**src/rtl/coin_acceptor_pkg.sv**
```systemverilog
// Shared definitions for the coin acceptor front end and the vending
// controller it feeds.
//   COIN1_VAL / COIN5_VAL : credit units carried by each coin type
//   MONEY_MAX             : controller credit ceiling, also the default
//                           depth of the pending-credit buffer
//   drain_state_t         : encoding of the Input_Money drain FSM
package coin_acceptor_pkg;

  localparam int COIN1_VAL = 1;
  localparam int COIN5_VAL = 5;
  localparam int MONEY_MAX = 16;

  typedef enum logic [1:0] {
    ST_IDLE  = 2'd0,
    ST_PULSE = 2'd1,
    ST_GAP   = 2'd2
  } drain_state_t;

endpackage

```
**src/rtl/coin_acceptor_debounce.sv**
```systemverilog
// coin_debounce: two-flop synchroniser, debounce counter and armed flag for
// one raw coin-slot sensor.
//   Clock, nReset : system clock, asynchronous active-low reset
//   coin_raw      : asynchronous sensor level, high while a coin passes
//   accept        : single-cycle pulse, valid in the cycle before the edge
//                   at which the debounce counter reaches DEBOUNCE
module coin_debounce #(
  parameter int DEBOUNCE = 3
) (
  input  logic Clock,
  input  logic nReset,
  input  logic coin_raw,
  output logic accept
);

  localparam logic [2:0] DB    = 3'(DEBOUNCE);
  localparam logic [2:0] DB_M1 = 3'(DEBOUNCE - 1);

  logic       sync1;
  logic       sync2;
  logic [2:0] cnt;
  logic       armed;

  // The counter value seen at an edge is the count of earlier high edges, so
  // the edge that makes it reach DEBOUNCE is the one where it equals DB-1.
  assign accept = armed && sync2 && (cnt == DB_M1);

  always_ff @(posedge Clock or negedge nReset) begin
    if (!nReset) begin
      sync1 <= 1'b0;
      sync2 <= 1'b0;
      cnt   <= 3'd0;
      armed <= 1'b0;
    end else begin
      sync1 <= coin_raw;
      sync2 <= sync1;
      if (!sync2) begin
        cnt   <= 3'd0;
        armed <= 1'b1;
      end else begin
        // Saturate so a coin stuck in the slot cannot wrap and re-accept.
        if (cnt != DB) cnt <= cnt + 3'd1;
        if (accept) armed <= 1'b0;
      end
    end
  end

endmodule

```
**src/rtl/coin_acceptor.sv**
```systemverilog
// coin_acceptor: debounces the 1-unit and 5-unit coin sensors, buffers the
// accepted credit and drains it to the vending controller one unit per
// Input_Money pulse.
//   Clock, nReset  : system clock, asynchronous active-low reset
//   Coin_1, Coin_5 : raw coin sensors
//   Hold           : controller cannot take credit now
//   Money_Full     : controller credit at maximum
//   Input_Money    : registered one-cycle pulse per credit unit
//   Reject         : registered one-cycle pulse when a coin is returned
//   Pending        : buffered credit, 0..MAX_PEND
//   dbg_state      : drain FSM state
// Handshake: a unit is transferred on every cycle Input_Money is high; the
// controller throttles only through Hold/Money_Full, which are sampled solely
// at launch points, so a pulse once issued is never withdrawn.
module coin_acceptor
  import coin_acceptor_pkg::*;
#(
  parameter int DEBOUNCE = 3,
  parameter int MAX_PEND = MONEY_MAX,
  parameter int GAP      = 1
) (
  input  logic         Clock,
  input  logic         nReset,
  input  logic         Coin_1,
  input  logic         Coin_5,
  input  logic         Hold,
  input  logic         Money_Full,
  output logic         Input_Money,
  output logic         Reject,
  output logic [4:0]   Pending,
  output drain_state_t dbg_state
);

  localparam logic [5:0] MAX6   = 6'(MAX_PEND);
  localparam logic [1:0] GAP_M1 = (GAP > 0) ? 2'(GAP - 1) : 2'd0;

  logic         acc1;
  logic         acc5;
  drain_state_t state, state_d;
  logic [1:0]   gap_cnt, gap_d;
  logic [4:0]   pending;
  logic         launch_point;
  logic         dec;
  logic [5:0]   sum;
  logic         rej;

  coin_debounce #(.DEBOUNCE(DEBOUNCE)) u_deb1 (
    .Clock    (Clock),
    .nReset   (nReset),
    .coin_raw (Coin_1),
    .accept   (acc1)
  );

  coin_debounce #(.DEBOUNCE(DEBOUNCE)) u_deb5 (
    .Clock    (Clock),
    .nReset   (nReset),
    .coin_raw (Coin_5),
    .accept   (acc5)
  );

  always_comb begin
    launch_point = 1'b0;
    dec          = 1'b0;
    sum          = 6'd0;
    rej          = 1'b0;
    state_d      = state;
    gap_d        = gap_cnt;

    // The last cycle of GAP (or of PULSE when GAP=0) doubles as a launch
    // point so the drain sustains one unit per GAP+1 cycles.
    case (state)
      ST_IDLE:  launch_point = 1'b1;
      ST_PULSE: launch_point = (GAP == 0);
      ST_GAP:   launch_point = (gap_cnt == 2'd0);
      default:  launch_point = 1'b0;
    endcase
    dec = launch_point && (pending != 5'd0) && !Hold && !Money_Full;

    // Accept against the post-drain value; 5-unit coin has priority.
    sum = {1'b0, pending} - 6'(dec);
    if (acc5) begin
      if (sum + 6'(COIN5_VAL) <= MAX6) sum = sum + 6'(COIN5_VAL);
      else                             rej = 1'b1;
    end
    if (acc1) begin
      if (sum + 6'(COIN1_VAL) <= MAX6) sum = sum + 6'(COIN1_VAL);
      else                             rej = 1'b1;
    end

    case (state)
      ST_IDLE: begin
        if (dec) state_d = ST_PULSE;
      end
      ST_PULSE: begin
        if (GAP > 0) begin
          state_d = ST_GAP;
          gap_d   = GAP_M1;
        end else begin
          state_d = dec ? ST_PULSE : ST_IDLE;
        end
      end
      ST_GAP: begin
        if (gap_cnt == 2'd0) state_d = dec ? ST_PULSE : ST_IDLE;
        else                 gap_d   = gap_cnt - 2'd1;
      end
      default: state_d = ST_IDLE;
    endcase
  end

  always_ff @(posedge Clock or negedge nReset) begin
    if (!nReset) begin
      state       <= ST_IDLE;
      gap_cnt     <= 2'd0;
      pending     <= 5'd0;
      Input_Money <= 1'b0;
      Reject      <= 1'b0;
    end else begin
      state       <= state_d;
      gap_cnt     <= gap_d;
      pending     <= sum[4:0];
      Input_Money <= dec;
      Reject      <= rej;
    end
  end

  assign Pending   = pending;
  assign dbg_state = state;

endmodule

```
**config.mk**
```make
export PLATFORM = sky130hd
export DESIGN_NAME = coin_acceptor
export DESIGN_NICKNAME = d
export VERILOG_FILES = /design/src/rtl/coin_acceptor_pkg.sv /design/src/rtl/coin_acceptor_debounce.sv /design/src/rtl/coin_acceptor.sv
export SDC_FILE = /design/constraint.sdc
export NUM_CORES = 1
export LEC_CHECK = 0
export BUFFER_PORTS_ARGS = -buffer_cell sky130_fd_sc_hd__buf_4
export CORE_MARGIN = 3
export CORE_UTILIZATION = 47
export CTS_BUF_LIST = sky130_fd_sc_hd__clkbuf_4
export DETAILED_ROUTE_END_ITERATION = 8
export GPL_TIMING_DRIVEN = 0
export HOLD_SLACK_MARGIN = 0.02
export PLACE_DENSITY = 0.76
export SETUP_SLACK_MARGIN = 0.4
export SLEW_MARGIN = 15
export SYNTH_ARGS = -nofsm -noshare
export SYNTH_HDL_FRONTEND = slang
export SYNTH_SLANG_ARGS = --single-unit
```
**constraint.sdc**
```tcl
create_clock -name Clock -period 6.8 [get_ports Clock]
set_input_delay 0 -clock Clock [delete_from_list [all_inputs] [get_ports Clock]]
set_output_delay 0 -clock Clock [all_outputs]
set_load 0.01 [all_outputs]
```
==> metrics.cfg <==
[global_route]
first_global_vias=1231
globalRouteOverflowTotal=0
grt_pass1_wl_um=5250
track_usage_pct=15.7
antenna_found_initial=0
grt_start_max_net_pins=24

[detailed_routing]
drcViolationCount=0
drtIter0Drc=64
wirelength_um=3060
via_per_inst=5.30
avgRoutedWirePerCell_um=13.4
drtAntennaViolNets=0
vias=1209
drt_pass1_iterations=5

[run_status]
status=complete, no violations

[synthesis]
synthArstFlopShare_pct=100
synth_cells=161
synth_top_cell_area_share_pct=34.8
synth.avg_cell_area_um2=10.3
synth_nets=180
yosysTopAreaCell=dfrtp_1
synth_area_leaders=dfrtp_1, ha_1, xnor2_1
synth-main-ff-cell=dfrtp_1
yosysMostFrequentCell=dfrtp_1
yosysWarnings=0
synth_commonest_cells=dfrtp_1, xnor2_1, inv_1
syn_area_um2=1650
synth_edf_count=0
ys_ff_latch=23
synth.distinct_cells=48
yosysSeqAreaShare_pct=34.8

[timing]
setup_tns_ns=0
fin_crit_sh_pct=73.6
fmax_ghz=0.200
slew_headroom_pct=59.7
period_needed_ns=5.01
clock-skew-final_ns=0.0108
worst_slew_pin_slew_ns=0.600
grt_setup_unrepaired=no
setup_viol=0
hold_viol_final=0
final-max-slew-violation-count=0

[clock_tree]
cts_buffer_depth=2
cts_num_sinks=23
cts_made_buffers=3
cts_tree=done
clk_pin_slew_ns=0.14
post_cts_resized=0
htreeDepth=1
clk_latency_ns=0.33
root_buffer=clkbuf_4

[floorplanning]
die_x_um=65.3
core_um2=3200
die_y_um=65.3
rows=20
start_util_pct=51.6
boundaryPins=15
die-area_um2=4260

[place]
routabilityCongestion=0.847
dp_hpwl_um=2360
dp.cells=219
placed_area_um2=1810
port_buffers=14

[cells_and_area]
final_layout_size_suffix_gt1_share_pct=22.3
fin_cells=228
fin_util_pct=59.1
diodes=0
fin_nets=204
fin_area_um2=1890
areaGrowthSynthToFinish_pct=14.5

[worst_setup_path]
critPathMaxFanout=7
critPathCaptureType=flip-flop
rr_endpoint=Pending[1]
reg2reg_from=gap_cnt[0]
cp_slowest_stage_delay_ns=0.44
crit_end=Pending[1]
crit_top_cell=ha_1
cp-startpoint=gap_cnt[0]
crit_chain=inv_1, ha_1, nand2b_1, nor2b_1, nand2_1, a21oi_1, ha_1, xor2_1, ha_1, xnor2_1, xnor2_1, o21a_4, o311ai_4, nand3b_4, xnor2_1, ha_1, nand2_1, o221ai_2, nand3_2, mux2_4
r2r_cells=20
crit_slowest_cell=dfrtp_1
worstSetupStartpointType=flip-flop
path_class=flip-flop to flip-flop
r2r_setup_slack_ns=1.79
cp.arrival_ns=5.23
worst-endpoint-required_ns=7.02

[power_and_ir_drop]
powerDensity_nw_per_um2=389
irDropWorstVdd_uv=152
leakagePower_nw=0.841

[min_path]
hp-class=primary input to asynchronous set/reset pin

[run]
maxCapViolCount=0

-- flip-flops by register name (all words and copies together) (netlist names) --
name / count
Pending: 5
u_deb1.cnt: 3
u_deb5.cnt: 3
dbg_state: 2
gap_cnt: 2
Input_Money: 1
Reject: 1
u_deb1.armed: 1
u_deb1.sync1: 1
u_deb1.sync2: 1
u_deb5.armed: 1
u_deb5.sync1: 1
u_deb5.sync2: 1
-- critical path, delay by kind of cell (launching register included) --
| kind | cells | cell delay (ns) |
|---|---|---|
| compound gates | 4 | 1.07 |
| simple gates | 6 | 0.89 |
| xor+xnor | 4 | 0.96 |
| buf+inv | 1 | 0.07 |
| flops | 1 | 0.44 |
| fa+ha+maj | 4 | 1.17 |
| mux | 1 | 0.32 |
-- logic make-up (layout without fill, tap and decap cells) --
| family | after synthesis | count (layout) | synth area share (%) |
|---|---|---|---|
| compound gates | 30 | 30 | 14.5 |
| fa+ha+maj | 13 | 13 | 9.85 |
| flops | 23 | 23 | 34.8 |
| mux | 5 | 5 | 3.71 |
| simple gates | 51 | 51 | 19.2 |
| buf+inv | 17 | 40 | 4.85 |
| xor+xnor | 22 | 22 | 13.0 |
-- worst min path at each step --
stage | startpoint | to | slack (ns) | cells after the start
after floorplan | nReset | Input_Money | -0.30 | 0
after global placement | nReset | u_deb1.armed | -0.09 | 1
after detailed placement | nReset | u_deb1.armed | -0.09 | 1
after CTS | nReset | u_deb1.cnt[0] | 0.08 | 2
after global routing | nReset | u_deb5.cnt[0] | 0.08 | 2
final | nReset | u_deb5.armed | 0.08 | 2
-- final cells by class --
class	instances	area [um2]
Clock buffer	3	22.5
Buffer	3	27.5
Inverter	14	52.6
Timing Repair Buffer	19	155
Tap cell	44	55.1
Clock inverter	1	7.51
Sequential cell	23	576
Fill cell	301	1310
Multi-Input combinational cell	121	996
-- routing by layer --
| layer | track usage (%) | vias up | wire [um] |
|---|---|---|---|
| met5 | 0 | - | 0 |
| met4 | 5.70 | 0 | 43 |
| met3 | 2.56 | 5 | 69 |
| met2 | 28.1 | 14 | 1580 |
| met1 | 19.0 | 590 | 1370 |
| li1 | - | 600 | - |
-- stage by stage --
| step | total power [W] | worst slack [ns] | hold WS, ns |
|---|---|---|---|
| 2_1_floorplan | 0.000564 | 2.50 | -0.296 |
| 3_3_place_gp | 0.000645 | 2.05 | -0.0943 |
| 3_5_place_dp | 0.000665 | 1.82 | -0.0866 |
| 4_1_cts | 0.000739 | 1.77 | 0.0771 |
| 5_1_grt | 0.000794 | 1.35 | 0.0815 |
| 6_report | 0.000735 | 1.79 | 0.0832 |
-- power breakdown --
group | switching (W) | leakage [nW] | internal (W)
clock network | 0.0000450 | 0.0139 | 0.0000225
logic | 0.000261 | 0.545 | 0.000213
registers | 0.0000290 | 0.283 | 0.000165
total | 0.000335 | 0.841 | 0.000400
-- cell usage in the layout (no fill, tap or decap), types with 3 or more instances in the layout --
cell	synthesis	layout
inv_1	14	14
nand2_1	10	10
o21ai_0	10	10
clkbuf_4	0	3
a21oi_1	4	4
ha_1	13	13
buf_4	0	14
xnor2_1	15	15
nor3_1	5	5
dlygate4sd3_1	0	5
nor2_1	6	6
dfrtp_1	23	23
nand3_1	6	6
xor2_1	4	4
and2_1	6	6
-- what timing repair did --
item | in CTS | in global routing
hold buffers | 5 | 0
setup buffers | 0 | 0
setup endpoints to repair | 0 | 0
endpoints found under the hold margin | 27 | 0
No activity file was read; power rests on OpenSTA's default activity.
